<file path="config.mk">
export PLATFORM = sky130hd
export DESIGN_NAME = analog_dir_decoder
export DESIGN_NICKNAME = d
export VERILOG_FILES = /design/src/rtl/analog_dir_decoder.sv
export SDC_FILE = /design/constraint.sdc
export NUM_CORES = 1
export LEC_CHECK = 0
export BUFFER_PORTS_ARGS = -buffer_cell sky130_fd_sc_hd__buf_2
export CAP_MARGIN = 10
export CORE_ASPECT_RATIO = 0.9
export CORE_MARGIN = 5
export CORE_UTILIZATION = 59
export CTS_CLUSTER_SIZE = 20
export DETAILED_ROUTE_END_ITERATION = 16
export GPL_ROUTABILITY_DRIVEN = 0
export PLACE_DENSITY = 0.77
export SYNTH_ARGS = -nofsm -noshare
export SYNTH_HDL_FRONTEND = slang
export SYNTH_SLANG_ARGS = --single-unit
export TNS_END_PERCENT = 10
</file>
<file path="constraint.sdc">
create_clock -name clk_sys -period 3.3 [get_ports clk_sys]
set_clock_uncertainty 0.1 [all_clocks]
set_input_delay 0.495 -clock clk_sys [delete_from_list [all_inputs] [get_ports clk_sys]]
set_output_delay 0.495 -clock clk_sys [all_outputs]
set_load 0.005 [all_outputs]
</file>
<file path="src/rtl/analog_dir_decoder.sv">
// Analog/digital joystick to filtered {up,down,left,right} direction with per-axis hysteresis.
// Define ANALOG_DIAG_EN for 8-way output; default build locks to 4-way.
module analog_dir_decoder #(
    parameter int unsigned DZ_ON      = 48,
    parameter int unsigned DZ_OFF     = 32,
    parameter int unsigned FILTER_CNT = 3
) (
    input  logic        clk_sys,
    input  logic        reset_n,
    input  logic        ce_sample,
    input  logic [15:0] joy_analog,
    input  logic [3:0]  joy_digital,
    input  logic        sel_analog,
    output logic [3:0]  dir,
    output logic        dir_changed
);

    localparam int unsigned MAG_W = 7;
    localparam int unsigned CNT_W = 8;

    localparam logic [MAG_W-1:0] MAG_MAX = 7'd127;
    localparam logic [MAG_W-1:0] ON_TH   = MAG_W'(DZ_ON);
    localparam logic [MAG_W-1:0] OFF_TH  = MAG_W'(DZ_OFF);
    localparam logic [CNT_W-1:0] CNT_TGT = CNT_W'(FILTER_CNT);

    localparam logic [1:0] ST_CENTER = 2'd0;
    localparam logic [1:0] ST_POS    = 2'd1;
    localparam logic [1:0] ST_NEG    = 2'd2;

    logic [1:0]       x_st, y_st, x_st_nxt, y_st_nxt;
    logic [MAG_W-1:0] x_mag, y_mag;
    logic [MAG_W-1:0] x_mag_c, y_mag_c;
    logic [3:0]       dig_q;
    logic [3:0]       pending, pending_nxt;
    logic [CNT_W-1:0] count, count_nxt;
    logic [3:0]       dir_nxt;
    logic             load_c;
    logic [1:0]       horiz_c, vert_c;
    logic [MAG_W-1:0] mag_h_c, mag_v_c;
    logic [3:0]       cand_c;

    // |v| saturated so that -128 reads as 127
    function automatic logic [MAG_W-1:0] mag_of(input logic [7:0] v);
        logic [7:0] a;
        a = v[7] ? (8'd0 - v) : v;
        return a[7] ? MAG_MAX : a[MAG_W-1:0];
    endfunction

    // Hysteretic axis: a strong opposite deflection jumps straight across centre
    function automatic logic [1:0] axis_next(input logic [1:0] st, input logic neg,
                                             input logic [MAG_W-1:0] mag);
        logic [1:0] nxt;
        nxt = st;
        if (mag >= ON_TH) begin
            nxt = neg ? ST_NEG : ST_POS;
        end else begin
            case (st)
                ST_POS:    if (neg || (mag < OFF_TH)) nxt = ST_CENTER;
                ST_NEG:    if (!neg || (mag < OFF_TH)) nxt = ST_CENTER;
                default:   nxt = ST_CENTER;
            endcase
        end
        return nxt;
    endfunction

    assign x_mag_c = mag_of(joy_analog[7:0]);
    assign y_mag_c = mag_of(joy_analog[15:8]);

    // Raw per-axis direction from the selected source
    always_comb begin
        horiz_c = 2'b00;
        vert_c  = 2'b00;
        mag_h_c = MAG_MAX;
        mag_v_c = MAG_MAX;
        if (sel_analog) begin
            horiz_c = {x_st == ST_NEG, x_st == ST_POS};
            vert_c  = {y_st == ST_NEG, y_st == ST_POS};
            mag_h_c = x_mag;
            mag_v_c = y_mag;
        end else begin
            horiz_c = (&dig_q[1:0]) ? 2'b00 : dig_q[1:0];
            vert_c  = (&dig_q[3:2]) ? 2'b00 : dig_q[3:2];
        end
    end

    // Candidate; in 4-way mode the stronger axis wins, ties keep the displayed axis
    always_comb begin
`ifdef ANALOG_DIAG_EN
        cand_c = {vert_c, horiz_c};
`else
        cand_c = {vert_c, horiz_c};
        if ((|horiz_c) && (|vert_c)) begin
            if (mag_h_c > mag_v_c) begin
                cand_c = {2'b00, horiz_c};
            end else if (mag_v_c > mag_h_c) begin
                cand_c = {vert_c, 2'b00};
            end else if (|dir[3:2]) begin
                cand_c = {vert_c, 2'b00};
            end else begin
                cand_c = {2'b00, horiz_c};
            end
        end
`endif
    end

    // Next-state for axes and the persistence filter
    always_comb begin
        x_st_nxt    = x_st;
        y_st_nxt    = y_st;
        pending_nxt = pending;
        count_nxt   = count;
        dir_nxt     = dir;
        load_c      = 1'b0;
        if (ce_sample) begin
            x_st_nxt = axis_next(x_st, joy_analog[7], x_mag_c);
            y_st_nxt = axis_next(y_st, joy_analog[15], y_mag_c);
            if (cand_c != pending) begin
                pending_nxt = cand_c;
                count_nxt   = CNT_W'(1);
            end else if (count != CNT_TGT) begin
                count_nxt = count + CNT_W'(1);
            end
            if ((count_nxt == CNT_TGT) && (pending_nxt != dir)) begin
                dir_nxt = pending_nxt;
                load_c  = 1'b1;
            end
        end
    end

    always_ff @(posedge clk_sys or negedge reset_n) begin
        if (!reset_n) begin
            x_st        <= ST_CENTER;
            y_st        <= ST_CENTER;
            x_mag       <= '0;
            y_mag       <= '0;
            dig_q       <= '0;
            pending     <= '0;
            count       <= '0;
            dir         <= '0;
            dir_changed <= 1'b0;
        end else begin
            x_st        <= x_st_nxt;
            y_st        <= y_st_nxt;
            pending     <= pending_nxt;
            count       <= count_nxt;
            dir         <= dir_nxt;
            dir_changed <= load_c;
            if (ce_sample) begin
                x_mag <= x_mag_c;
                y_mag <= y_mag_c;
                dig_q <= joy_digital;
            end
        end
    end

endmodule

</file>
[After elaboration in Yosys (flattened, before gate mapping)]
Cells that the tools add are included.
Word-level totals
  output and inout bits: 5
  input bits: 24
  flip-flop bits (word level): 39
Cells by class
  order comparisons: 6
  equal/unequal tests: 12
  add/sub/neg operators: 3
  reduce and logical (&&, ||, !) cells: 16
  muxes and demuxes: 31
Operators with widths (count)
  $mux 8: 5
  $mux 7: 4
  $mux 2: 12
  $mux 4: 6
  $sub 1x8->8 const A: 2
  $ge 7x6->1 const B: 2
  $gt 7x7->1: 2
  $lt 7x6->1 const B: 2
  $ne 3x1->1 const B: 4
  $add 8x1->8 const B: 1
  $eq 8x2->1 const B: 1
  $ne 4x4->1: 2
  $ne 8x2->1 const B: 1
  $pmux 2 s2: 2
  $reduce_and 2->1: 3
  $reduce_and 3->1: 2
  $reduce_or 2->1: 3
  $eq 2x1->1 const B: 2
  $eq 2x2->1 const B: 2
  $logic_or 1x1->1: 4
  $logic_and 1x1->1: 2
  $logic_not 1->1: 2
  $mux 1: 2

[Depth between registers and ports, before layout]
Gate-level depths: netlist (run 1).
  word-level depth: 14
  gate-level depth with buffers: 12
  depth with buffers taken out: 9

[Worst setup path after synthesis (run 1)]
OpenSTA, ideal clock, no wires.
  path type: input port to flip-flop
  start point: input port sel_analog
  end point: register dir[2]
  arrival time: 3075 ps
  path slack: 0 ps
  stages: 12
  setup time: 125 ps
  data required time: 3075 ps
  path through: buf_6 -> clkbuf_1 -> nor2b_1 -> ha_1 -> nand4_1 -> a21o_1 -> a211oi_1 -> o22ai_1 -> a311o_1 -> buf_2 -> or4b_4 -> mux2_4
Between the ends
  cells in the longest elaborated chain, start to end: 11
  elaborated cells on any way between the ends: 22
RTL lines
  from (decl): line 13  | input logic sel_analog,
  $mux 7 or $mux 2 (tied branches): line 75  | if (sel_analog) begin
  $gt 7x7->1 or $mux 4 (tied branches): line 95, 97
  $mux 4: line 95  | end else if (mag_v_c > mag_h_c) begin
  $mux 4: line 93  | if (mag_h_c > mag_v_c) begin
  $mux 4 *: line 92  | if ((|horiz_c) && (|vert_c)) begin
  $ne 4x4->1: line 117  | if (cand_c != pending) begin
  $mux 8 or $mux 4 (tied branches): line 117
  $mux 8 or $mux 4 (tied branches): line 114  | if (ce_sample) begin
  $eq 8x2->1 or $ne 4x4->1 (tied branches): line 123  | if ((count_nxt == CNT_TGT) && (pending_nxt != dir)) begin
  $logic_and 1x1->1: line 123
  $reduce_and 2->1 (no line)
  to (signal assigned): line 146  | dir <= dir_nxt;
  to (decl): line 14  | output logic [3:0] dir,
Mark *: on every way between the ends. The rest lies on a longest branch, timed or not. The select of a mux whose other input is x is not followed.
A chain may end at the register's enable or synchronous reset.

[Worst setup path in the final report (run 1)]
  start point: input port sel_analog
  end point: register dir[1]
Same word-level chain as after synthesis.

==> results of run 1 <==
routing by layer:
metal,part of all wire,up-vias,global-route usage
met5,0,-,0
met4,0.0069,0,0.0582
met3,0.046,6,0.0333
met2,0.44,51,0.312
met1,0.50,1049,0.299
li1,-,1084,-
path summary, 6_finish.rpt:
kind | from | end | slack [ns] | cells after the start
max | sel_analog | dir[1] | 0.38 | 10
min | reset_n | pending[2] | 0.21 | 1
max reg2reg | y_mag[5] | dir[1] | 0.38 | 9
min reg2reg | y_mag[6] | y_mag[6] | 0.41 | 1
max in group asynchronous | reset_n | count[3] | 2.34 | 1
min in group clk_sys | joy_digital[3] | dig_q[3] | 0.32 | 2
cell families after synthesis:
| family | count (synthesis) | synth area share |
|---|---|---|
| xor gates and xnor gates | 15 | 0.0502 |
| DFF | 39 | 0.373 |
| buffers and inverters | 22 | 0.0349 |
| adders and majority gates | 10 | 0.0478 |
| AOI/OAI and AO/OA | 77 | 0.202 |
| and+or+nand+nor | 101 | 0.219 |
| muxes | 16 | 0.0731 |
layout make-up:
type	instances	area [µm²]	share of cell area
Clock buffer	6	72.6	0.0248
Clock inverter	2	12.5	0.00427
Inverter	11	41.3	0.0141
Multi-Input combinational cell	219	1550	0.529
Sequential cell	39	976	0.333
Tap cell	62	77.6	0.0265
Timing Repair Buffer	36	200	0.0683
state kept, by name (all words and copies together), names as in the netlist:
name / cells
x_st: 2
dir_changed: 1
y_mag: 7
x_mag: 7
y_st: 2
pending: 4
dir: 4
count: 8
dig_q: 4
power groups by stage:
stage | clock network, mW | logic, mW | registers, mW
detailed placement | 0 | 0.548 | 0.638
global placement | 0 | 0.531 | 0.636
global route | 0.347 | 0.615 | 0.642
CTS | 0.330 | 0.550 | 0.628
finish | 0.322 | 0.550 | 0.630
floorplan | 0 | 0.390 | 0.619
metrics by stage:
| stage | power, mW | area, µm² | instances |
|---|---|---|---|
| detailed placement | 1.19 | 2850 | 367 |
| finish | 1.50 | 2930 | 375 |
| CTS | 1.51 | 2930 | 375 |
| global placement | 1.17 | 2850 | 367 |
| global route | 1.60 | 2930 | 375 |
| floorplan | 1.01 | 2620 | 280 |
cells in the mapped netlist (3+ instances only):
library cell and n:
inv_1 11, nand2b_1 9, a32o_1 3, ha_1 10, a31oi_1 6, xnor2_1 10
a21o_1 5, nand4_1 4, nor2b_1 20, and3_1 4, o21ai_0 7, mux2_4 4
clkbuf_1 8, nor3b_1 4, mux2i_1 3, nor2_1 19, a21oi_2 3, nor3_1 7
nand2_1 14, nand3_1 5, a21oi_1 20, dfrtp_1 39, o22ai_1 3, o31ai_1 9
mux2_2 9, xor2_1 5, or3_1 3, a22o_1 3
worst max-delay path, stage by stage:
cell and delay (ns):
buf_2 0.18, nor2b_1 0.16, ha_1 0.30, nand4_1 0.14, a21o_1 0.24, a21oi_2 0.20, a21oi_1 0.11, a311o_1 0.34
or4b_4 0.54, mux2_4 0.32
cell usage in the layout (no fill, tap or decap), drive strengths merged, types with 4 or more instances in the layout:
| cell type | netlist | final |
|---|---|---|
| clkbuf | 8 | 6 |
| mux2 | 13 | 13 |
| and3 | 6 | 6 |
| a31oi | 6 | 6 |
| nor2b | 20 | 20 |
| dfrtp | 39 | 39 |
| buf | 3 | 36 |
| inv | 11 | 11 |
| nand2b | 9 | 9 |
| xor2 | 5 | 5 |
| a21oi | 23 | 23 |
| nor2 | 19 | 19 |
| nor3 | 8 | 8 |
| nand3 | 5 | 5 |
| o31ai | 9 | 9 |
| nand4 | 4 | 4 |
| nand2 | 14 | 14 |
| nor3b | 4 | 4 |
| xnor2 | 10 | 10 |
| ha | 10 | 10 |
| o21ai | 10 | 10 |
| a21o | 5 | 5 |
==> flow_metrics.env, run 1 <==
export IMPL_outcome="complete, no violations"
export IMPL_ys_top_cells_by_area="dfrtp_1 (37%), ha_1 (4.8%), nor2b_1 (4.8%)"
export IMPL_via_per_inst=5.84
export IMPL_syn_inst=280
export IMPL_tritoncts="done"
export IMPL_ys_ff_latch=39
export IMPL_drive_gt1_frac=0.217
export IMPL_clk_latency_ns=0.30
export IMPL_post_cts_buffers=0
export IMPL_io_buffers=28
export IMPL_start_kind="input port"
export IMPL_grt_pass1_vias=2020
export IMPL_dieArea_um2=5870
export IMPL_dp_hpwl_mm=3.99
export IMPL_die_x_um=80.2
export IMPL_slew_headroom=0.420
export IMPL_ys_seq_area_frac=0.373
export IMPL_pwr_share_comb=0.366
export IMPL_avgSynthCellArea_um2=9.35
export IMPL_hold_ws_ns=0.209
export IMPL_max_slew_worst_pin_slew_ns=0.870
export IMPL_antenna_found_initial=0
export IMPL_clk_pin_slew_ns=0.08
export IMPL_required_ns=3.39
export IMPL_dr_pass1_iters=4
export IMPL_switching_share=0.357
export IMPL_wl_mm=5.40
export IMPL_min_period_over_period=0.886
export IMPL_fin_util=0.670
export IMPL_slew_violations=0
export IMPL_worstPathMaxFanout=16
export IMPL_cts_sinks=39
export IMPL_n_fill_cell=380
export IMPL_cap_violations=0
export IMPL_p_sw_mw=0.536
export IMPL_antennaDiodeCount=0
export IMPL_period_minus_slack_ns=2.92
export IMPL_drc=0
export IMPL_p_clk_frac=0.214
export IMPL_num_vias=2190
export IMPL_yosysWarnings=0
export IMPL_track_usage=0.204
export IMPL_drtAntennaViolNets=0
export IMPL_cts_path_max_buffers=2
export IMPL_grt_first_pass_wirelength_mm=9.49
export IMPL_synth_edf_count=0
export IMPL_cts_resized=0
export IMPL_setup_slack_ns=0.375
export IMPL_nets=346
export IMPL_min_path_type="input port to async pin"
export IMPL_p_int_mw=0.967
export IMPL_async_flop_share=1.00
export IMPL_cp_end_kind="flop"
export IMPL_ir_drop_mv=0.240
export IMPL_grt_max_degree=49
export IMPL_setup_tns_final_ns=0
export IMPL_arrival_ns=3.02
export IMPL_grt_overflow=0
export IMPL_synth_ff_type="dfrtp_1"
export IMPL_cellPowerDensity_nw_per_um2=513
export IMPL_place_ws_ns=0.0849
export IMPL_htree_levels=2
export IMPL_wl_per_cell_um=14.4
export IMPL_cts_buffers=5
export IMPL_drt_iter0_markers=121
export IMPL_core_area_um2=4370
export IMPL_hold_violations=0
export IMPL_fmax_mhz=342
export IMPL_synth_cell_type_count=53
export IMPL_yosys_area_top_type_share=0.373
export IMPL_critical_path_class="input port to flop"
export IMPL_rows=23
export IMPL_syn_area_um2=2620
export IMPL_synthesis_nets=314
export IMPL_pin_count=29
export IMPL_leakage_nw=1.31
export IMPL_setup_viol=0
export IMPL_power_frac_seq=0.419
export IMPL_syn_to_final_growth_pct=12.0
export IMPL_root_buffer="clkbuf_8"
export IMPL_start_util=0.598
export IMPL_yosys_area_top_type="dfrtp_1"
export IMPL_die_h_um=73.2
export IMPL_grt_setup_unrepaired="false"
export IMPL_ctsHoldBuffers=0
Power figures use the tool's default switching activity.
==> run 2: changes to the inputs <==
--- a/config.mk
+++ b/config.mk
@@ -9,11 +9,11 @@
 export CAP_MARGIN = 10
 export CORE_ASPECT_RATIO = 0.9
 export CORE_MARGIN = 5
-export CORE_UTILIZATION = 59
+export CORE_UTILIZATION = 53
 export CTS_CLUSTER_SIZE = 20
 export DETAILED_ROUTE_END_ITERATION = 16
 export GPL_ROUTABILITY_DRIVEN = 0
-export PLACE_DENSITY = 0.77
+export PLACE_DENSITY = 0.73
 export SYNTH_ARGS = -nofsm -noshare
 export SYNTH_HDL_FRONTEND = slang
 export SYNTH_SLANG_ARGS = --single-unit
==> constraint.sdc (replaced) <==
create_clock -name clk_sys -period 2.5 [get_ports clk_sys]
set_clock_uncertainty 0.1 [all_clocks]
set_input_delay 0.375 -clock clk_sys [delete_from_list [all_inputs] [get_ports clk_sys]]
set_output_delay 0.375 -clock clk_sys [all_outputs]
set_load 0.005 [all_outputs]
==> flow_metrics.env, run 2 (synthesized netlist as in run 1, its figures left out) <==
export IMPL_grt_pass1_vias=2127
export IMPL_cp_end_kind="flop"
export IMPL_required_ns=2.58
export IMPL_setup_slack_ns=-0.423
export IMPL_dieArea_um2=6450
export IMPL_worstPathMaxFanout=4
export IMPL_crit_chain="nand2b_1, ha_1, nand4_1, nor3_2, a21oi_2, buf_4, a21oi_2, o22ai_2, or4b_4, mux2_4"
export IMPL_grt_first_pass_wirelength_mm=9.54
export IMPL_grt_overflow=0
export IMPL_cp_common_cell="a21oi_2"
export IMPL_dp_hpwl_mm=4.18
export IMPL_drc=0
export IMPL_wl_met1_mm=2.86
export IMPL_reg2reg_to="dir[1]"
export IMPL_dr_pass1_iters=4
export IMPL_p_total_mw=2.17
export IMPL_outcome="finished with violations"
export IMPL_start_kind="flop"
export IMPL_core_area_um2=4800
export IMPL_violations="negative setup slack"
export IMPL_ctsHoldBuffers=0
export IMPL_wl_mm=5.59
export IMPL_slew_violations=0
export IMPL_drt_iter0_markers=95
export IMPL_antennaDiodeCount=0
export IMPL_route_met2_wl_mm=2.46
export IMPL_htree_levels=2
export IMPL_antenna_found_initial=0
export IMPL_clk_pin_slew_ns=0.07
export IMPL_r2r_slack_ns=-0.42
export IMPL_grt_max_degree=48
export IMPL_syn_to_final_growth_pct=20.1
export IMPL_via_per_inst=5.55
export IMPL_wl_met3_um=196
export IMPL_wl_per_cell_um=13.9
export IMPL_leakage_nw=1.45
export IMPL_grt_setup_unrepaired="true"
export IMPL_final_cell_mix="dfrtp_1 (39), buf_4 (31), buf_2 (28), nor2b_1 (20), a21oi_1 (20)"
export IMPL_cts_sinks=39
export IMPL_largest_register_ffs=8
export IMPL_num_vias=2226
export IMPL_pin_count=29
export IMPL_drtAntennaViolNets=0
export IMPL_clk_latency_ns=0.29
export IMPL_top_layer="met4"
export IMPL_max_slew_worst_pin_slew_ns=0.859
export IMPL_ir_drop_mv=0.316
export IMPL_critical_path_class="flop to flop"
export IMPL_top_regs="count (8), x_mag (7), y_mag (7)"
export IMPL_crit_slowest_cell="or4b_4"
export IMPL_cap_violations=0
export IMPL_startpoint="y_mag[6]"
export IMPL_die_x_um=84.1
export IMPL_final_common_cell="dfrtp_1"
export IMPL_post_cts_buffers=0
export IMPL_largest_register="count"
export IMPL_max_stage_delay_ns=0.58
export IMPL_slew_headroom=0.427
export IMPL_tritoncts="done"
export IMPL_min_path_type="input port to async pin"
export IMPL_track_usage=0.179
export IMPL_fmax_mhz=342
export IMPL_period_minus_slack_ns=2.92
export IMPL_min_period_over_period=1.17
export IMPL_cts_path_max_buffers=2
export IMPL_rows=24
export IMPL_die_h_um=76.7
export IMPL_r2r_cells=10
export IMPL_start_util=0.545
export IMPL_hold_violations=0
export IMPL_cellPowerDensity_nw_per_um2=691
export IMPL_nets=369
export IMPL_arrival_ns=3.00
export IMPL_r2r_start="y_mag[6]"
export IMPL_cts_buffers=5
export IMPL_setup_viol=13
export IMPL_io_buffers=28
export IMPL_drive_gt1_frac=0.283
export IMPL_root_buffer="clkbuf_8"
export IMPL_fin_util=0.654
export IMPL_cts_resized=3
[run 2: cell types whose count changed in the layout (fill, tap and decap cells not counted), sizes merged]
cell / before / now
clkinvlp: 1 / 0
clkbuf: 6 / 8
clkinv: 1 / 0
buf: 36 / 59
[run 2: through the flow]
stage / hold slack [ns] / instances / setup TNS [ns] / worst slack, ns / instance area, µm²
global route: 0.187 / 401 / -4.81 / -0.551 / 3140
finish: 0.0923 / 401 / -2.53 / -0.423 / 3140
CTS: 0.120 / 401 / -2.36 / -0.405 / 3140
detailed placement: 0.400 / 393 / -5.02 / -0.608 / 3020
floorplan: -0.0206 / 280 / -5.12 / -0.657 / 2620
global placement: 0.394 / 393 / -4.12 / -0.526 / 3020
[run 2: critical path: cells and delay by family (launching register included)]
family	cells	cell delay [ns]
simple gates	4	1.20
flops	1	0.39
compound gates	3	0.34
fa+ha+maj	1	0.32
mux	1	0.32
buf+inv	1	0.15
[run 2: per-layer routing]
metal	up-vias	global-route usage
li1	1134	-
met1	1048	0.256
met2	37	0.271
met3	7	0.0375
met4	0	0.0579
met5	-	0
[run 2: where the power goes]
part           internal [mW]  leakage (nW)  total [mW]  switching, mW
logic                  0.461         0.912       0.891          0.429
clock network          0.252        0.0515       0.465          0.213
registers              0.732         0.482       0.815         0.0829
[run 2: layout make-up]
class,count,area [µm²]
inverter,11,41.3
multi-input combinational,219,1570
clock buffer,8,100
sequential,39,976
tap,65,81.3
fill,405,1660
timing repair buffer,59,373
[run 2: worst max path at each step]
stage,end,slack (ns),cells past startpoint
final,dir[1],-0.42,10
after global routing,dir[1],-0.55,9
after CTS,dir[1],-0.40,9
after detailed placement,dir[1],-0.61,10
after global placement,dir[0],-0.53,10
after floorplan,dir[2],-0.66,12
==> run 3: changes to the inputs <==
==> config.mk (replaced) <==
export PLATFORM = sky130hd
export DESIGN_NAME = analog_dir_decoder
export DESIGN_NICKNAME = d
export VERILOG_FILES = /design/src/rtl/analog_dir_decoder.sv
export SDC_FILE = /design/constraint.sdc
export NUM_CORES = 1
export LEC_CHECK = 0
export CAP_MARGIN = 10
export CORE_ASPECT_RATIO = 0.9
export CORE_MARGIN = 5
export CORE_UTILIZATION = 57
export CTS_CLUSTER_SIZE = 20
export DETAILED_ROUTE_END_ITERATION = 16
export DONT_BUFFER_PORTS = 1
export GPL_ROUTABILITY_DRIVEN = 0
export PLACE_DENSITY = 0.72
export SYNTH_ARGS = -nofsm -noshare
export SYNTH_HDL_FRONTEND = slang
export SYNTH_SLANG_ARGS = --single-unit
export TNS_END_PERCENT = 10
==> flow_metrics.env, run 3 (synthesized netlist as in run 1, its figures left out) <==
export IMPL_ir_drop_mv=0.466
export IMPL_final_common_cell="dfrtp_1"
export IMPL_required_ns=2.58
export IMPL_wl_mm=6.34
export IMPL_drc=0
export IMPL_num_vias=2214
export IMPL_syn_to_final_growth_pct=22.2
export IMPL_grt_first_pass_wirelength_mm=10.1
export IMPL_cp_end_kind="flop"
export IMPL_slew_violations=0
export IMPL_final_area_um2=3200
export IMPL_largest_register="count"
export IMPL_cellPowerDensity_nw_per_um2=714
export IMPL_largest_register_ffs=8
export IMPL_arrival_ns=3.02
export IMPL_dp_hpwl_mm=4.16
export IMPL_clk_pin_slew_ns=0.08
export IMPL_leakage_nw=1.39
export IMPL_pin_count=29
export IMPL_fmax_mhz=340
export IMPL_critical_path_class="flop to flop"
export IMPL_grt_max_degree=50
export IMPL_hold_depth=1
export IMPL_grt_overflow=0
export IMPL_root_buffer="clkbuf_8"
export IMPL_place_ws_ns=-0.385
export IMPL_clk_latency_ns=0.30
export IMPL_min_period_over_period=1.18
export IMPL_antennaDiodeCount=0
export IMPL_drive_gt1_frac=0.279
export IMPL_r2r_cells=9
export IMPL_cts_path_max_buffers=2
export IMPL_tritoncts="done"
export IMPL_violations="negative setup slack"
export IMPL_worstHoldStart="joy_analog[15]"
export IMPL_r2r_start="y_mag[6]"
export IMPL_nets=342
export IMPL_max_slew_worst_pin_slew_ns=0.582
export IMPL_drt_iter0_markers=185
export IMPL_track_usage=0.218
export IMPL_top_regs="count (8), x_mag (7), y_mag (7)"
export IMPL_hold_violations=0
export IMPL_grt_pass1_vias=2181
export IMPL_die_h_um=74.3
export IMPL_period_minus_slack_ns=2.94
export IMPL_start_kind="flop"
export IMPL_cts_sinks=39
export IMPL_r2r_slack_ns=-0.44
export IMPL_rows=23
export IMPL_core_area_um2=4460
export IMPL_via_per_inst=5.98
export IMPL_io_buffers=0
export IMPL_start_util=0.587
export IMPL_htree_levels=2
export IMPL_setup_slack_ns=-0.440
export IMPL_antenna_found_initial=0
export IMPL_final_cell_mix="dfrtp_1 (39), buf_4 (29), a21oi_1 (19), nor2b_1 (18), nor2_1 (18)"
export IMPL_drtAntennaViolNets=0
export IMPL_worstPathMaxFanout=4
export IMPL_min_path_type="input port to flop"
export IMPL_setup_viol=13
export IMPL_cts_buffers=5
export IMPL_cap_violations=0
export IMPL_slew_headroom=0.601
export IMPL_reg2reg_to="dir[1]"
export IMPL_dr_pass1_iters=6
export IMPL_hold_end="y_st[0]"
export IMPL_grt_setup_unrepaired="true"
export IMPL_dpl_cell_area_um2=2860
export IMPL_die_x_um=81.4
export IMPL_dieArea_um2=6050
export IMPL_wl_per_cell_um=17.1
export IMPL_outcome="finished with violations"
## run 3: cell types whose count changed in the layout (fill, tap and decap cells not counted), moves of 3 or more
cell,before,now
nand2b_1,9,2
nand2b_4,0,7
ha_4,0,5
buf_2,28,0
ha_1,10,5
o31ai_2,1,4
o31ai_1,8,4
## run 3: cell type report
| cell class | instances | area (µm²) |
|---|---|---|
| Multi-Input combinational cell | 219 | 1740 |
| Tap cell | 62 | 77.6 |
| Inverter | 11 | 41.3 |
| Clock inverter | 1 | 30.0 |
| Clock buffer | 6 | 72.6 |
| Sequential cell | 39 | 976 |
| Fill cell | 352 | 1260 |
| Timing Repair Buffer | 32 | 259 |
## run 3: worst max-delay path: stages, from the launching register on
cell	delay, ns
dfrtp_1	0.40
nand2b_4	0.16
ha_4	0.27
nand4_1	0.13
a21o_1	0.25
a211oi_1	0.22
o22ai_1	0.11
a311o_1	0.29
or4b_4	0.57
mux2_4	0.32
## run 3: timing repair
action	in CTS	in global routing
setup endpoints to repair	13	13
pin swaps	0	6
hold buffers	2	0
setup buffers	0	2
gates resized for setup	8	21
endpoints found under the hold margin	39	0
## run 3: metrics by stage
| stage | TNS [ns] | hold WS [ns] | util | total power, mW | std cells |
|---|---|---|---|---|---|
| after floorplan | -5.12 | -0.0206 | - | 1.33 | 280 |
| after global placement | -1.88 | -0.0188 | 0.640 | 1.60 | 359 |
| after detailed placement | -2.42 | -0.0189 | 0.640 | 1.62 | 359 |
| after CTS | -2.14 | 0.0356 | 0.679 | 2.20 | 368 |
| after global routing | -3.59 | 0.0498 | 0.717 | 2.42 | 370 |
| final | -2.52 | 0.0490 | 0.717 | 2.28 | 370 |
## run 3: how the worst max path moves through the flow
stage,from,end,slack (ns)
after floorplan,sel_analog,dir[2],-0.66
after global placement,y_mag[5],dir[1],-0.32
after detailed placement,y_mag[5],dir[1],-0.39
after CTS,y_mag[5],dir[1],-0.41
after global routing,y_mag[4],dir[1],-0.51
final,y_mag[6],dir[1],-0.44
## run 3: layer usage
metal | vias to the layer above | track usage | wire length, µm
met5 | - | 0 | 0
li1 | 1085 | - | -
met4 | 0 | 0.0600 | 65
met2 | 56 | 0.336 | 2970
met1 | 1065 | 0.306 | 2980
met3 | 8 | 0.0569 | 315
## run 3: power by group
group          internal, mW  leakage (nW)  switching [mW]
combinational         0.486         0.858           0.460
sequential            0.732         0.482          0.0873
clock                 0.293        0.0513           0.225
total                  1.51          1.39           0.772
